### src/rtl/ser_pkg.sv
// ---------------------------------------------------------------------------
// ser_pkg
// Shared types and constants for the byte line serializer.
//   t_byte      : one payload byte
//   t_ser_state : framing FSM states
//   IDLE_LEVEL  : level of the serial line when nothing is being sent
//   FRAME_BITS  : line cycles per frame (start + 8 data + stop)
// ---------------------------------------------------------------------------
package ser_pkg;

    typedef logic [7:0] t_byte;

    typedef enum logic [1:0] {
        IDLE,
        START,
        DATA,
        STOP
    } t_ser_state;

    localparam logic IDLE_LEVEL = 1'b1;
    localparam int   FRAME_BITS = 10;

endpackage

### src/rtl/sync_fifo.sv
// ---------------------------------------------------------------------------
// sync_fifo
// Single-clock FIFO with show-ahead read: pop_data always presents the oldest
// entry, and pop advances past it at the clock edge.
// Ports:
//   clk, rst   : clock, asynchronous active-high reset (empties the FIFO)
//   push       : write push_data at the edge (ignored when full)
//   push_data  : entry to write
//   pop        : discard the head entry at the edge (ignored when empty)
//   pop_data   : head entry (undefined while empty)
//   full/empty : occupancy flags
// ---------------------------------------------------------------------------
module sync_fifo
    import ser_pkg::*;
#(
    parameter int  DEPTH = 4,
    parameter type T     = t_byte
) (
    input  logic clk,
    input  logic rst,
    input  logic push,
    input  T     push_data,
    input  logic pop,
    output T     pop_data,
    output logic full,
    output logic empty
);

    localparam int AW = $clog2(DEPTH);

    // One extra pointer bit distinguishes full from empty when the
    // address bits match.
    logic [AW:0] wr_ptr_reg;
    logic [AW:0] rd_ptr_reg;
    T            mem [DEPTH];
    logic        do_push;
    logic        do_pop;

    assign full    = (wr_ptr_reg[AW] != rd_ptr_reg[AW]) &&
                     (wr_ptr_reg[AW-1:0] == rd_ptr_reg[AW-1:0]);
    assign empty   = (wr_ptr_reg == rd_ptr_reg);
    assign do_push = push && !full;
    assign do_pop  = pop && !empty;

    always_ff @(posedge clk or posedge rst) begin
        if (rst) begin
            wr_ptr_reg <= '0;
            rd_ptr_reg <= '0;
        end else begin
            if (do_push) wr_ptr_reg <= wr_ptr_reg + (AW+1)'(1);
            if (do_pop)  rd_ptr_reg <= rd_ptr_reg + (AW+1)'(1);
        end
    end

    // Storage carries no reset; only the pointers define occupancy.
    always_ff @(posedge clk) begin
        if (do_push) mem[wr_ptr_reg[AW-1:0]] <= push_data;
    end

    assign pop_data = mem[rd_ptr_reg[AW-1:0]];

endmodule

### src/rtl/byte_line_serializer.sv
// ---------------------------------------------------------------------------
// byte_line_serializer
// Accepts bytes on a valid/ready stream, buffers them in a small FIFO and
// frames each one onto a single-bit line as start(0) / 8 data / stop(1).
// A stall input freezes the line on its current bit.
// Ports:
//   clk, rst   : clock, asynchronous active-high reset
//   in_data    : byte to send
//   in_valid   : in_data valid
//   in_ready   : FIFO can accept (not full)
//   ser_one    : registered serial line, idles high
//   ser_two    : stall request, 1 = hold current bit
//   busy       : frame in progress or bytes pending
//   frame_cnt  : completed frames, wraps
// ---------------------------------------------------------------------------
module byte_line_serializer
    import ser_pkg::*;
#(
    parameter int DEPTH     = 4,
    parameter bit MSB_FIRST = 1'b1,
    parameter int CNT_W     = 16
) (
    input  logic             clk,
    input  logic             rst,
    input  t_byte            in_data,
    input  logic             in_valid,
    output logic             in_ready,
    output logic             ser_one,
    input  logic             ser_two,
    output logic             busy,
    output logic [CNT_W-1:0] frame_cnt
);

    t_ser_state       state_reg;
    t_byte            shift_reg;
    logic [2:0]       bit_idx_reg;
    logic             ser_one_reg;
    logic [CNT_W-1:0] frame_cnt_reg;

    logic  fifo_full;
    logic  fifo_empty;
    logic  fifo_pop;
    t_byte fifo_head;

    // Bit that leaves the shift register next, and the register after it
    // has been consumed.
    function automatic logic next_bit(input t_byte b);
        return MSB_FIRST ? b[7] : b[0];
    endfunction

    function automatic t_byte shift_out(input t_byte b);
        return MSB_FIRST ? {b[6:0], 1'b0} : {1'b0, b[7:1]};
    endfunction

    // The FSM loads a byte only from IDLE or at the end of STOP, and only on
    // an unstalled edge; this must match the load branches below.
    assign fifo_pop = !ser_two && !fifo_empty &&
                      ((state_reg == IDLE) || (state_reg == STOP));

    sync_fifo #(
        .DEPTH (DEPTH),
        .T     (t_byte)
    ) u_fifo (
        .clk       (clk),
        .rst       (rst),
        .push      (in_valid),
        .push_data (in_data),
        .pop       (fifo_pop),
        .pop_data  (fifo_head),
        .full      (fifo_full),
        .empty     (fifo_empty)
    );

    always_ff @(posedge clk or posedge rst) begin
        if (rst) begin
            state_reg     <= IDLE;
            shift_reg     <= '0;
            bit_idx_reg   <= '0;
            ser_one_reg   <= IDLE_LEVEL;
            frame_cnt_reg <= '0;
        end else if (!ser_two) begin
            case (state_reg)
                IDLE: begin
                    ser_one_reg <= IDLE_LEVEL;
                    if (!fifo_empty) begin
                        shift_reg   <= fifo_head;
                        ser_one_reg <= ~IDLE_LEVEL;
                        state_reg   <= START;
                    end
                end
                START: begin
                    ser_one_reg <= next_bit(shift_reg);
                    shift_reg   <= shift_out(shift_reg);
                    bit_idx_reg <= '0;
                    state_reg   <= DATA;
                end
                DATA: begin
                    if (bit_idx_reg == 3'd7) begin
                        ser_one_reg <= IDLE_LEVEL;   // stop bit
                        bit_idx_reg <= '0;
                        state_reg   <= STOP;
                    end else begin
                        ser_one_reg <= next_bit(shift_reg);
                        shift_reg   <= shift_out(shift_reg);
                        bit_idx_reg <= bit_idx_reg + 3'd1;
                    end
                end
                STOP: begin
                    frame_cnt_reg <= frame_cnt_reg + CNT_W'(1);
                    if (!fifo_empty) begin
                        // Back-to-back: start bit follows the stop bit directly.
                        shift_reg   <= fifo_head;
                        ser_one_reg <= ~IDLE_LEVEL;
                        state_reg   <= START;
                    end else begin
                        ser_one_reg <= IDLE_LEVEL;
                        state_reg   <= IDLE;
                    end
                end
                default: begin
                    ser_one_reg <= IDLE_LEVEL;
                    state_reg   <= IDLE;
                end
            endcase
        end
    end

    assign in_ready  = !fifo_full;
    assign ser_one   = ser_one_reg;
    assign busy      = (state_reg != IDLE) || !fifo_empty;
    assign frame_cnt = frame_cnt_reg;

endmodule

### config.mk
export PLATFORM = sky130hd
export DESIGN_NAME = byte_line_serializer
export DESIGN_NICKNAME = d
export VERILOG_FILES = /design/src/rtl/ser_pkg.sv /design/src/rtl/sync_fifo.sv /design/src/rtl/byte_line_serializer.sv
export SDC_FILE = /design/constraint.sdc
export NUM_CORES = 1
export LEC_CHECK = 0
export CAP_MARGIN = 20
export CELL_PAD_IN_SITES_DETAIL_PLACEMENT = 1
export CELL_PAD_IN_SITES_GLOBAL_PLACEMENT = 2
export CORE_ASPECT_RATIO = 0.7
export CORE_MARGIN = 1.5
export CORE_UTILIZATION = 36
export CTS_CLUSTER_SIZE = 12
export DETAILED_ROUTE_END_ITERATION = 10
export PLACE_DENSITY_LB_ADDON = 0.1
export SETUP_SLACK_MARGIN = 0.15
export SYNTH_ARGS = -nofsm -noshare
export SYNTH_HDL_FRONTEND = slang
export SYNTH_SLANG_ARGS = --single-unit
export TNS_END_PERCENT = 30
### constraint.sdc
create_clock -name clk -period 1.8 [get_ports clk]
set_clock_uncertainty 0.15 [all_clocks]
set_input_delay 0.27 -clock clk [delete_from_list [all_inputs] [get_ports clk]]
set_output_delay 0.27 -clock clk [all_outputs]
set_load 0.03 [all_outputs]
==> impl_metrics.tcl <==
set metrics [dict create \
    status "complete, but fails checks" \
    violations "negative setup slack" \
    first_iter_violations 120 \
    power_frac_seq_pct 31.9 \
    async_flop_share_pct 52.9 \
    antenna_cells 0 \
    netSwitchingFraction_pct 34.8 \
    maxSlewViolCount 0 \
    internal_power_w 0.00495 \
    hold_buffers 0 \
    antenna_left 0 \
    dp_hpwl_um 4660 \
    hold_class "primary input to asynchronous set/reset pin" \
    fill_cells 863 \
    clock-sinks 68 \
    final_layout_size_suffix_gt1_share_pct 34.6 \
    vdd_drop_max_mv 0.953 \
    clk_latency_ns 0.33 \
    numCtsBuffers 9 \
    cts_tree "built" \
    cts-htree-levels 3 \
    wl_um 7110 \
    cts.clk_slew.worst_paths_ns 0.05 \
    viasPerCell 4.79 \
    rsz0062_at_grt "yes" \
    first_pass_iters 4 \
    post-route-period-util_pct 105 \
    grt_use_total_pct 16.4 \
    final_util_pct 51.9 \
    routed-via-count 2099 \
    synth_seq_area_share_pct 57.6 \
    row_count 28 \
    post_dp_cell_area_um2 3960 \
    p_leak_nw 1.86 \
    drc 0 \
    dieArea_um2 9560 \
    grt_pass1_wl_um 11500 \
    comb_power_share_pct 47.8 \
    worst-path-max-fanout 2 \
    ios 31 \
    p_total_w 0.00759 \
    max_freq_mhz 530 \
    grt_use_met1_pct 23.5 \
    finalSetupViolations 16 \
    place_ws_ns -0.166 \
    clockRootBuffer "clkbuf_16" \
    worst_pin_slew_ns 0.334 \
    worstPathArrival_ns 1.47 \
    synth.distinct_cells 44 \
    synth_top_area_share_pct 29.7 \
    required_ns 1.38 \
    final_cell_area_um2 4460 \
    powerDensity_nw_per_um2 1700 \
    use_met2_pct 23.8 \
    mappedNetlistArea_um2 3230 \
    die_w_um 116 \
    fin_ws_ns -0.0886 \
    area_growth_pct 37.9 \
    relSlewSlack_pct 77.7 \
    pwr-share-clk_pct 20.3 \
    cp-start-kind "register" \
    grt_antenna_before_repair 0 \
    largest_reg_flops 32 \
    wl_per_cell_um 16.2 \
    core_area_um2 8580 \
    grt_pass1_vias 2148 \
    synth_ff_type "dfrtp_1" \
    ys_top_cells_by_area "edfxtp_1, dfrtp_1, ha_1" \
    synth_top_area_cell "edfxtp_1" \
    ctsLongestPathBuffers 2 \
    grt_start_max_net_pins 37 \
    start_util_pct 37.7 \
    layout.nets 339 \
    synth-edff-count 32 \
    synth_most_common_cell "dfrtp_1" \
    fin_crit_ns 1.89 \
    synth.avg_cell_area_um2 13.5 \
    path_class "register to output port" \
    synth-seq-cells 68 \
    portBuffers 30 \
    grt-busiest-layer "met2" \
    die_h_um 82.3 \
    use_met3_pct 4.67 \
    synth_common_cells "dfrtp_1, edfxtp_1, nand2_1" \
    syn_inst 240 \
    hold_viol_final 0 \
    setup_tns_ns -0.289 \
    p_switching_w 0.00264 \
    endpoint_kind "output port" \
    gp_congestion 0.724 \
    yosysWarningCount 0 \
    grt_remaining_overflow 0 \
    drv_cap 0 \
    mappedNetlistNets 266 \
]
==> cells by family (layout without fill, tap and decap cells) <==
family                     after synthesis  after routing  share of synthesized area (%)
DFF                                     68             68                           57.6
buffers and inverters                   18             96                           2.90
AOI/OAI and AO/OA                       23             23                           4.88
and+or+nand+nor                         85             85                           15.4
xor gates and xnor gates                22             22                           7.36
adders and majority gates               14             14                           5.42
muxes                                   10             10                           6.39
==> power groups by stage <==
| stage | logic [W] | registers [W] | clock network (W) |
|---|---|---|---|
| after floorplan | 0.00193 | 0.00248 | 0 |
| after CTS | 0.00328 | 0.00243 | 0.00159 |
| after global routing | 0.00395 | 0.00247 | 0.00166 |
| final | 0.00363 | 0.00242 | 0.00154 |
| after global placement | 0.00296 | 0.00245 | 0 |
| after detailed placement | 0.00300 | 0.00247 | 0 |
==> path summary, 6_finish.rpt <==
kind,from,to,slack [ns],cells past startpoint
min in group clk,frame_cnt[15]$_DFFE_PP0P_,frame_cnt[15]$_DFFE_PP0P_,0.32,1
max in group asynchronous,rst,ser_one$_DFFE_PP1N_,1.09,3
hold / removal,rst,u_fifo.wr_ptr_reg[0]$_DFFE_PP0N_,0.15,3
setup reg to reg,u_fifo.rd_ptr_reg[0]$_DFFE_PP0P_,shift_reg[3]$_DFFE_PP0P_,-0.04,7
hold reg to reg,frame_cnt[15]$_DFFE_PP0P_,frame_cnt[15]$_DFFE_PP0P_,0.32,1
setup / recovery,u_fifo.rd_ptr_reg[0]$_DFFE_PP0P_,busy,-0.09,4
==> metal layers <==
layer  share of wire, %  up-vias
met4                1.1        0
met1                 52     1047
met5                  0        -
met2                 44       22
li1                   -     1022
met3                2.6        8
==> worst max-delay path, cell delays in order (launching register included) <==
cell and delay [ns]:
dfrtp_2 0.45, xnor2_4 0.22, nand3b_4 0.10, or2_4 0.23, buf_6 0.14
==> final cells by class <==
cell class | instances | area, um^2 | area share (%)
Timing Repair Buffer | 70 | 701 | 15.7
Clock buffer | 10 | 229 | 5.14
Tap cell | 120 | 150 | 3.37
Clock inverter | 6 | 31.3 | 0.702
Inverter | 10 | 37.5 | 0.842
Multi-Input combinational cell | 154 | 1440 | 32.2
Sequential cell | 68 | 1870 | 42.0
==> stage by stage <==
stage / instances / hold slack [ns]
3_5_place_dp: 405 / 0.324
3_3_place_gp: 405 / 0.309
5_1_grt: 438 / 0.168
4_1_cts: 429 / 0.149
2_1_floorplan: 240 / 0.219
6_report: 438 / 0.148
==> cells in the final DEF, fill, tap and decap left out, types with 5 or more instances in the layout <==
| cell type | count |
|---|---|
| xor2_1 | 5 |
| nand2_1 | 21 |
| nand3_1 | 9 |
| dlygate4sd2_1 | 14 |
| buf_4 | 28 |
| buf_6 | 5 |
| mux4_2 | 8 |
| or3b_1 | 5 |
| ha_1 | 9 |
| xnor2_1 | 14 |
| and3_1 | 7 |
| inv_1 | 8 |
| nand4b_1 | 7 |
| dfrtp_1 | 28 |
| nor2_1 | 7 |
| a21oi_1 | 6 |
| clkbuf_16 | 9 |
| buf_12 | 8 |
| dfrtp_2 | 7 |
| edfxtp_1 | 32 |
| clkdlybuf4s50_1 | 11 |
==> repair_timing <==
item	CTS	global route
setup endpoints to repair	69	58
buffers inserted	8	9
pin swaps	16	19
gates resized for setup	37	23
Note: power is estimated with default switching activity, not from simulation.
